==> config.mk <==
export PLATFORM = sky130hd
export DESIGN_NAME = elastic_fifo_dataless_flat
export DESIGN_NICKNAME = d
export VERILOG_FILES = /design/src/rtl/elastic_fifo_dataless_if.sv /design/src/rtl/elastic_fifo_dataless.sv /design/src/flat_wrapper.sv
export SDC_FILE = /design/constraint.sdc
export NUM_CORES = 1
export LEC_CHECK = 0
export CAP_MARGIN = 10
export CORE_AREA = 2 2 39 41
export DETAILED_ROUTE_END_ITERATION = 8
export DIE_AREA = 0 0 41 43
export DONT_BUFFER_PORTS = 1
export PLACE_DENSITY = 0.3
export SETUP_SLACK_MARGIN = 0.02
export SLEW_MARGIN = 25
export SYNTH_ARGS = -nofsm -noshare
export SYNTH_HDL_FRONTEND = slang
export SYNTH_SLANG_ARGS = --single-unit
==> constraint.sdc <==
create_clock -name clk -period 4.06 [get_ports clk]
set_clock_uncertainty 0.05 [all_clocks]
set_input_delay 0.406 -clock clk [delete_from_list [all_inputs] [get_ports clk]]
set_output_delay 0.406 -clock clk [all_outputs]
set_load 0.1 [all_outputs]
==> src/rtl/elastic_fifo_dataless_if.sv <==
// Dataless elastic handshake channel seen by the occupancy buffer.
// The master drives the token offer and the downstream accept; the slave answers with ready/valid.
interface elastic_fifo_dataless_if;
  logic ins_valid;
  logic ins_ready;
  logic outs_valid;
  logic outs_ready;

  modport master (
    output ins_valid,
    output outs_ready,
    input  ins_ready,
    input  outs_valid
  );

  modport slave (
    input  ins_valid,
    input  outs_ready,
    output ins_ready,
    output outs_valid
  );
endinterface

==> src/rtl/elastic_fifo_dataless.sv <==
// Opaque multi-slot elastic buffer for dataless handshakes: holds up to NUM_SLOTS tokens as a count.
// ins_ready and outs_valid come straight from flops, so both valid/ready paths are cut.
module elastic_fifo_dataless #(
  parameter int NUM_SLOTS = 4
) (
  input  logic                    clk,
  input  logic                    rst,
  elastic_fifo_dataless_if.slave  bus
);

  localparam int CW = $clog2(NUM_SLOTS + 1);
  localparam logic [CW-1:0] CNT_ZERO = {CW{1'b0}};
  localparam logic [CW-1:0] CNT_ONE  = CW'(1);
  localparam logic [CW-1:0] CNT_FULL = CW'(NUM_SLOTS);

  if ((NUM_SLOTS < 1) || (NUM_SLOTS > 1024)) begin : g_bad_num_slots
    $error("elastic_fifo_dataless: NUM_SLOTS must lie in 1..1024");
  end

  logic [CW-1:0] count_r;
  logic [CW-1:0] count_next_s;
  logic          ins_ready_r;
  logic          outs_valid_r;
  logic          push_s;
  logic          pop_s;

  // Handshakes qualify on the registered flags only, never on a decode of count.
  assign push_s = bus.ins_valid & ins_ready_r;
  assign pop_s  = outs_valid_r & bus.outs_ready;

  // Occupancy update; a simultaneous push and pop leaves the count unchanged.
  always_comb begin
    count_next_s = count_r;
    case ({push_s, pop_s})
      2'b10:   count_next_s = count_r + CNT_ONE;
      2'b01:   count_next_s = count_r - CNT_ONE;
      default: count_next_s = count_r;
    endcase
  end

  // Count and output flags share one edge; the flags look ahead at the next count.
  always_ff @(posedge clk or posedge rst) begin
    if (rst) begin
      count_r      <= CNT_ZERO;
      outs_valid_r <= 1'b0;
      ins_ready_r  <= 1'b1;
    end else begin
      count_r      <= count_next_s;
      outs_valid_r <= (count_next_s != CNT_ZERO);
      ins_ready_r  <= (count_next_s != CNT_FULL);
    end
  end

  assign bus.ins_ready  = ins_ready_r;
  assign bus.outs_valid = outs_valid_r;

endmodule

==> src/flat_wrapper.sv <==
// flat-port wrapper written by rule: the top's interface ports become plain ports
module elastic_fifo_dataless_flat 
#(
  parameter int NUM_SLOTS = 4
)
  (clk, rst, bus_ins_valid, bus_outs_ready, bus_ins_ready, bus_outs_valid);
  elastic_fifo_dataless_if bus_i ();
  input  logic clk;
  input  logic rst;
  input wire logic [$bits(bus_i.ins_valid)-1:0] bus_ins_valid;
  input wire logic [$bits(bus_i.outs_ready)-1:0] bus_outs_ready;
  output wire logic [$bits(bus_i.ins_ready)-1:0] bus_ins_ready;
  output wire logic [$bits(bus_i.outs_valid)-1:0] bus_outs_valid;
  assign bus_i.ins_valid = bus_ins_valid;
  assign bus_i.outs_ready = bus_outs_ready;
  assign bus_ins_ready = bus_i.ins_ready;
  assign bus_outs_valid = bus_i.outs_valid;
  elastic_fifo_dataless #(.NUM_SLOTS(NUM_SLOTS)) u_core (.clk(clk), .rst(rst), .bus(bus_i));
endmodule
; Word level (Yosys, flattened, before mapping)
; Cells that the tools add are included.
[classes]
n_reduce_logical = 1
eq_ne = 3
bitwise = 2
muxes = 1
addsub = 2
[ops]
columns = cell, count
row1 = case mux 3 bit (2 select lines), 1
row2 = adder 3 x 1 -> 3 bit (second input constant), 1
row3 = inequality test 3 bit (second input constant), 1
row4 = nonzero test 3 bit, 1
row5 = subtractor 3 x 1 -> 3 bit (second input constant), 1
row6 = AND 1 bit, 2
row7 = equality test 2 x 1 -> 1 bit (second input constant), 1
row8 = equality test 2 bit (second input constant), 1
[totals]
in_bits = 4
out_inout_bits = 2
ff_bits = 5

; Logic depth before layout (Yosys ltp)
[logic_depth]
depth_word = 4
ltp_mapped = 7

; Worst setup path before layout
; Ideal clock, no wire load.
[synth_timing]
kind = register to register
startpoint = register u_core.outs_valid_r, in the netlist u_core.bus.outs_valid
endpoint = register u_core.ins_ready_r, in the netlist u_core.bus.ins_ready
period_less_slack_ns = 2.454
n_path_buf = 0
setup_slack_ns = 1.606
setup_ns = 0.073
path_stages_with_launch = 8
t_arrival_ns = 2.331
path_cell_list = dfrtp_1 -> and2_1 -> ha_1 -> inv_1 -> fa_1 -> and3b_1 -> a32o_1 -> a21oi_1
[synth_via]
elab_chain_cells = 4
[synth_lines]
columns = element, line_no
row1 = "start, declared", elastic_fifo_dataless.sv:23  ; logic outs_valid_r;
row2 = "start signal, assigned", elastic_fifo_dataless.sv:49  ; outs_valid_r <= (count_next_s != CNT_ZERO);
row3 = AND 1 bit *, elastic_fifo_dataless.sv:29  ; assign pop_s = outs_valid_r & bus.outs_ready;
row4 = equality test 2 x 1 -> 1 bit or equality test 2 bit (tied branches), elastic_fifo_dataless.sv:34  ; case ({push_s, pop_s})
row5 = case mux 3 bit (2 select lines) *, elastic_fifo_dataless.sv:34
row6 = inequality test 3 bit *, elastic_fifo_dataless.sv:50  ; ins_ready_r <= (count_next_s != CNT_FULL);
row7 = "end signal, assigned", elastic_fifo_dataless.sv:50
row8 = "end, declared", elastic_fifo_dataless.sv:22  ; logic ins_ready_r;
; Mark *: on every way between the ends. The rest lies on a longest branch, timed or not.

; Worst setup path after layout
[layout_timing]
startpoint = register u_core.ins_ready_r, in the netlist u_core.bus.ins_ready
endpoint = register u_core.outs_valid_r, in the netlist u_core.bus.outs_valid
[layout_via]
elab_chain_cells = 4
[layout_lines]
columns = element, line_no
row1 = AND 1 bit *, elastic_fifo_dataless.sv:28  ; assign push_s = bus.ins_valid & ins_ready_r;
row2 = equality test 2 x 1 -> 1 bit or equality test 2 bit (tied branches), elastic_fifo_dataless.sv:34
row3 = case mux 3 bit (2 select lines) *, elastic_fifo_dataless.sv:34
row4 = nonzero test 3 bit *, elastic_fifo_dataless.sv:49
; Marked as above.

==> impl_metrics.env <==
export IMPL_status="finished, final reports clean"
export IMPL_tightest_slew_ps=503.4
export IMPL_finalNetCount=40
export IMPL_regArea_sq_um=126.4
export IMPL_clkSinkCount=5
export IMPL_rsz0062_at_grt="false"
export IMPL_worst_ir_drop_vdd_mv=0.2480
export IMPL_min_delay_path_depth=1
export IMPL_static_leakage_power_uw=0.0001493
export IMPL_synth_area_top_cells="dfrtp_1, dfstp_2, fa_1"
export IMPL_grt_pass1_wl_um=938
export IMPL_antenna_cells=0
export IMPL_min_period_ps=2430
export IMPL_pwr_share_seq_pct=36.1
export IMPL_clk_latency_ps=240
export IMPL_synthTopCellsByCount="inv_1, dfrtp_1"
export IMPL_multiInputGateArea_sq_um=127.6
export IMPL_maxCapViolations=0
export IMPL_portBuffers=0
export IMPL_synth_top_cell_area_share_pct=36.70
export IMPL_slowest_delay_ps=850
export IMPL_dp_hpwl_um=387.6
export IMPL_worstRegToRegCells=7
export IMPL_post_cts_resized=0
export IMPL_initial_core_util_pct=19.71
export IMPL_cp_slowest_cell="dfstp_2"
export IMPL_yosysSeqAreaShare_pct=46.33
export IMPL_timing_slew_headroom_pct=66.44
export IMPL_p_switching_uw=135.2
export IMPL_syn_area_per_cell_sq_um=10.10
export IMPL_fp_row_count=14
export IMPL_grt_util_all_layers_pct=8.779
export IMPL_setup_ws_ps=1630
export IMPL_hold_buffers=1
export IMPL_fmax_mhz=411.5
export IMPL_cts_buffers=3
export IMPL_synth_nets=33
export IMPL_crit_chain="nand2_1 -> ha_1 -> inv_1 -> fa_1 -> and3b_1 -> a32o_1 -> a21oi_1"
export IMPL_p_per_area_nw_per_um2=890.5
export IMPL_die_w_um=41
export IMPL_ys_types=16
export IMPL_synth_flop_cell="dfrtp_1"
export IMPL_synth_edf_count=0
export IMPL_drtIter0Drc=5
export IMPL_path_class="register to register"
export IMPL_dieArea_sq_um=1763
export IMPL_finalSetupViolCount=0
export IMPL_cts_max_level=1
export IMPL_synthArstFlopShare_pct=100.0
export IMPL_chipHeight_um=43
export IMPL_critPathBufInv=1
export IMPL_synth_cells=27
export IMPL_r2r_start="u_core.bus.ins_ready$_DFF_PP1_"
export IMPL_netlist_top_cell_by_area="dfrtp_1"
export IMPL_arrival_ps=2540
export IMPL_grt_pass1_vias=206
export IMPL_fillers=155
export IMPL_final_util_pct=24.32
export IMPL_cts_clk_slew_worst_paths_ps=50
export IMPL_min_path_type="register to register"
export IMPL_core_sq_um=1384
export IMPL_yosysMostFrequentCell="inv_1"
export IMPL_power_uw=299.7
export IMPL_end_kind="register"
export IMPL_antenna_found_initial=0
export IMPL_drc=0
export IMPL_power_internal_uw=164.5
export IMPL_cts_max_path_buffers=2
export IMPL_route_detailed_wl_per_inst_um=11.27
export IMPL_p_sw_share_pct=45.12
export IMPL_finalWirelength_um=552
export IMPL_hp_start="u_core.count_r[2]$_DFF_PP0_"
export IMPL_rr_endpoint="u_core.bus.outs_valid$_DFF_PP0_"
export IMPL_ctsRootBufferMaster="clkbuf_4"
export IMPL_ys_warn_count=0
export IMPL_dr_pass1_iters=4
export IMPL_grt_ovfl_total=0
export IMPL_r2r_setup_slack_ps=1630
export IMPL_cp_top_family="flip-flops"
export IMPL_drive_gt1_share_pct=15.15
export IMPL_critPathMaxFanout=3
export IMPL_cts_tree="yes"
export IMPL_place_ws_ps=1619
export IMPL_fin_crit_sh_pct=59.85
export IMPL_grt_max_degree=8
export IMPL_routabilityCongestion=0.7523
export IMPL_via_per_inst=4.143
export IMPL_vias=203
export IMPL_cts_setup_buffers=0
export IMPL_final_setup_tns_ps=0
export IMPL_synthesis_area_sq_um=272.8
export IMPL_io_pins=6
export IMPL_hold_viol=0
export IMPL_ant_nets=0
export IMPL_startpoint_type="register"
export IMPL_drv_slew=0
export IMPL_syn_to_final_growth_pct=23.39
export IMPL_worstHoldEndpoint="u_core.bus.ins_ready$_DFF_PP1_"
export IMPL_p_comb_share_pct=44.4
export IMPL_pwr_share_clk_pct=19.5
export IMPL_ys_seq_elements=5
export IMPL_worstPathRequired_ps=4170
stage by stage:
| step | hold slack (ps) | cell area (sq um) | cells |
|---|---|---|---|
| after detailed placement | 173.2 | 300.3 | 44 |
| after floorplan | 133.8 | 272.8 | 27 |
| after CTS | 412.6 | 336.6 | 49 |
| final | 424.6 | 336.6 | 49 |
| after global placement | 167.1 | 300.3 | 44 |
| after global routing | 437.9 | 336.6 | 49 |
worst max path at each step:
stage | depth (start not counted) | to | startpoint
2_1_floorplan | 7 | u_core.bus.ins_ready$_DFF_PP1_ | u_core.bus.outs_valid$_DFF_PP0_
5_1_grt | 7 | u_core.bus.outs_valid$_DFF_PP0_ | u_core.bus.ins_ready$_DFF_PP1_
4_1_cts | 7 | u_core.bus.ins_ready$_DFF_PP1_ | u_core.bus.ins_ready$_DFF_PP1_
3_3_place_gp | 7 | u_core.bus.ins_ready$_DFF_PP1_ | u_core.bus.ins_ready$_DFF_PP1_
3_5_place_dp | 7 | u_core.bus.ins_ready$_DFF_PP1_ | u_core.bus.ins_ready$_DFF_PP1_
6_report | 7 | u_core.bus.outs_valid$_DFF_PP0_ | u_core.bus.ins_ready$_DFF_PP1_
final cells by class:
class	count	area share [%]
Multi-Input combinational cell	17	37.92
Sequential cell	5	37.55
Clock buffer	4	7.807
Tap cell	16	5.948
Inverter	5	5.576
Timing Repair Buffer	2	5.204
cells in the final DEF, fill, tap and decap left out, types with 2 or more instances in the layout:
cell and n:
inv_1 5, dfrtp_1 4, clkbuf_4 3, nand2_1 2, xnor2_1 2, nor3_1 2
a21oi_1 2
power by group through the flow:
stage / Sequential [uW] / Combinational (uW) / Clock, uW
5_1_grt: 110 / 151 / 65.5
6_report: 108 / 133 / 58.4
3_3_place_gp: 106 / 133 / 0
2_1_floorplan: 121 / 91.6 / 0
3_5_place_dp: 108 / 132 / 0
4_1_cts: 108 / 135 / 59.1
kinds of logic after synthesis:
kind of cell,share of synthesized area (%)
adders and majority gates,11.93
xor gates and xnor gates,9.635
DFF,46.33
buffers and inverters,6.881
and+or+nand+nor,16.06
AOI/OAI and AO/OA,9.173
per-layer routing:
layer | track usage, % | wire [um]
met5 | 0 | 0
met1 | 12.75 | 276
met4 | 8.000 | 6
met3 | 3.141 | 36
met2 | 9.375 | 233
state kept, by name, indices dropped and copies added, names as in the netlist:
signal                 flops
u_core.bus.outs_valid      1
u_core.bus.ins_ready       1
u_core.count_r             3
Note: power is estimated with default switching activity, not from simulation.
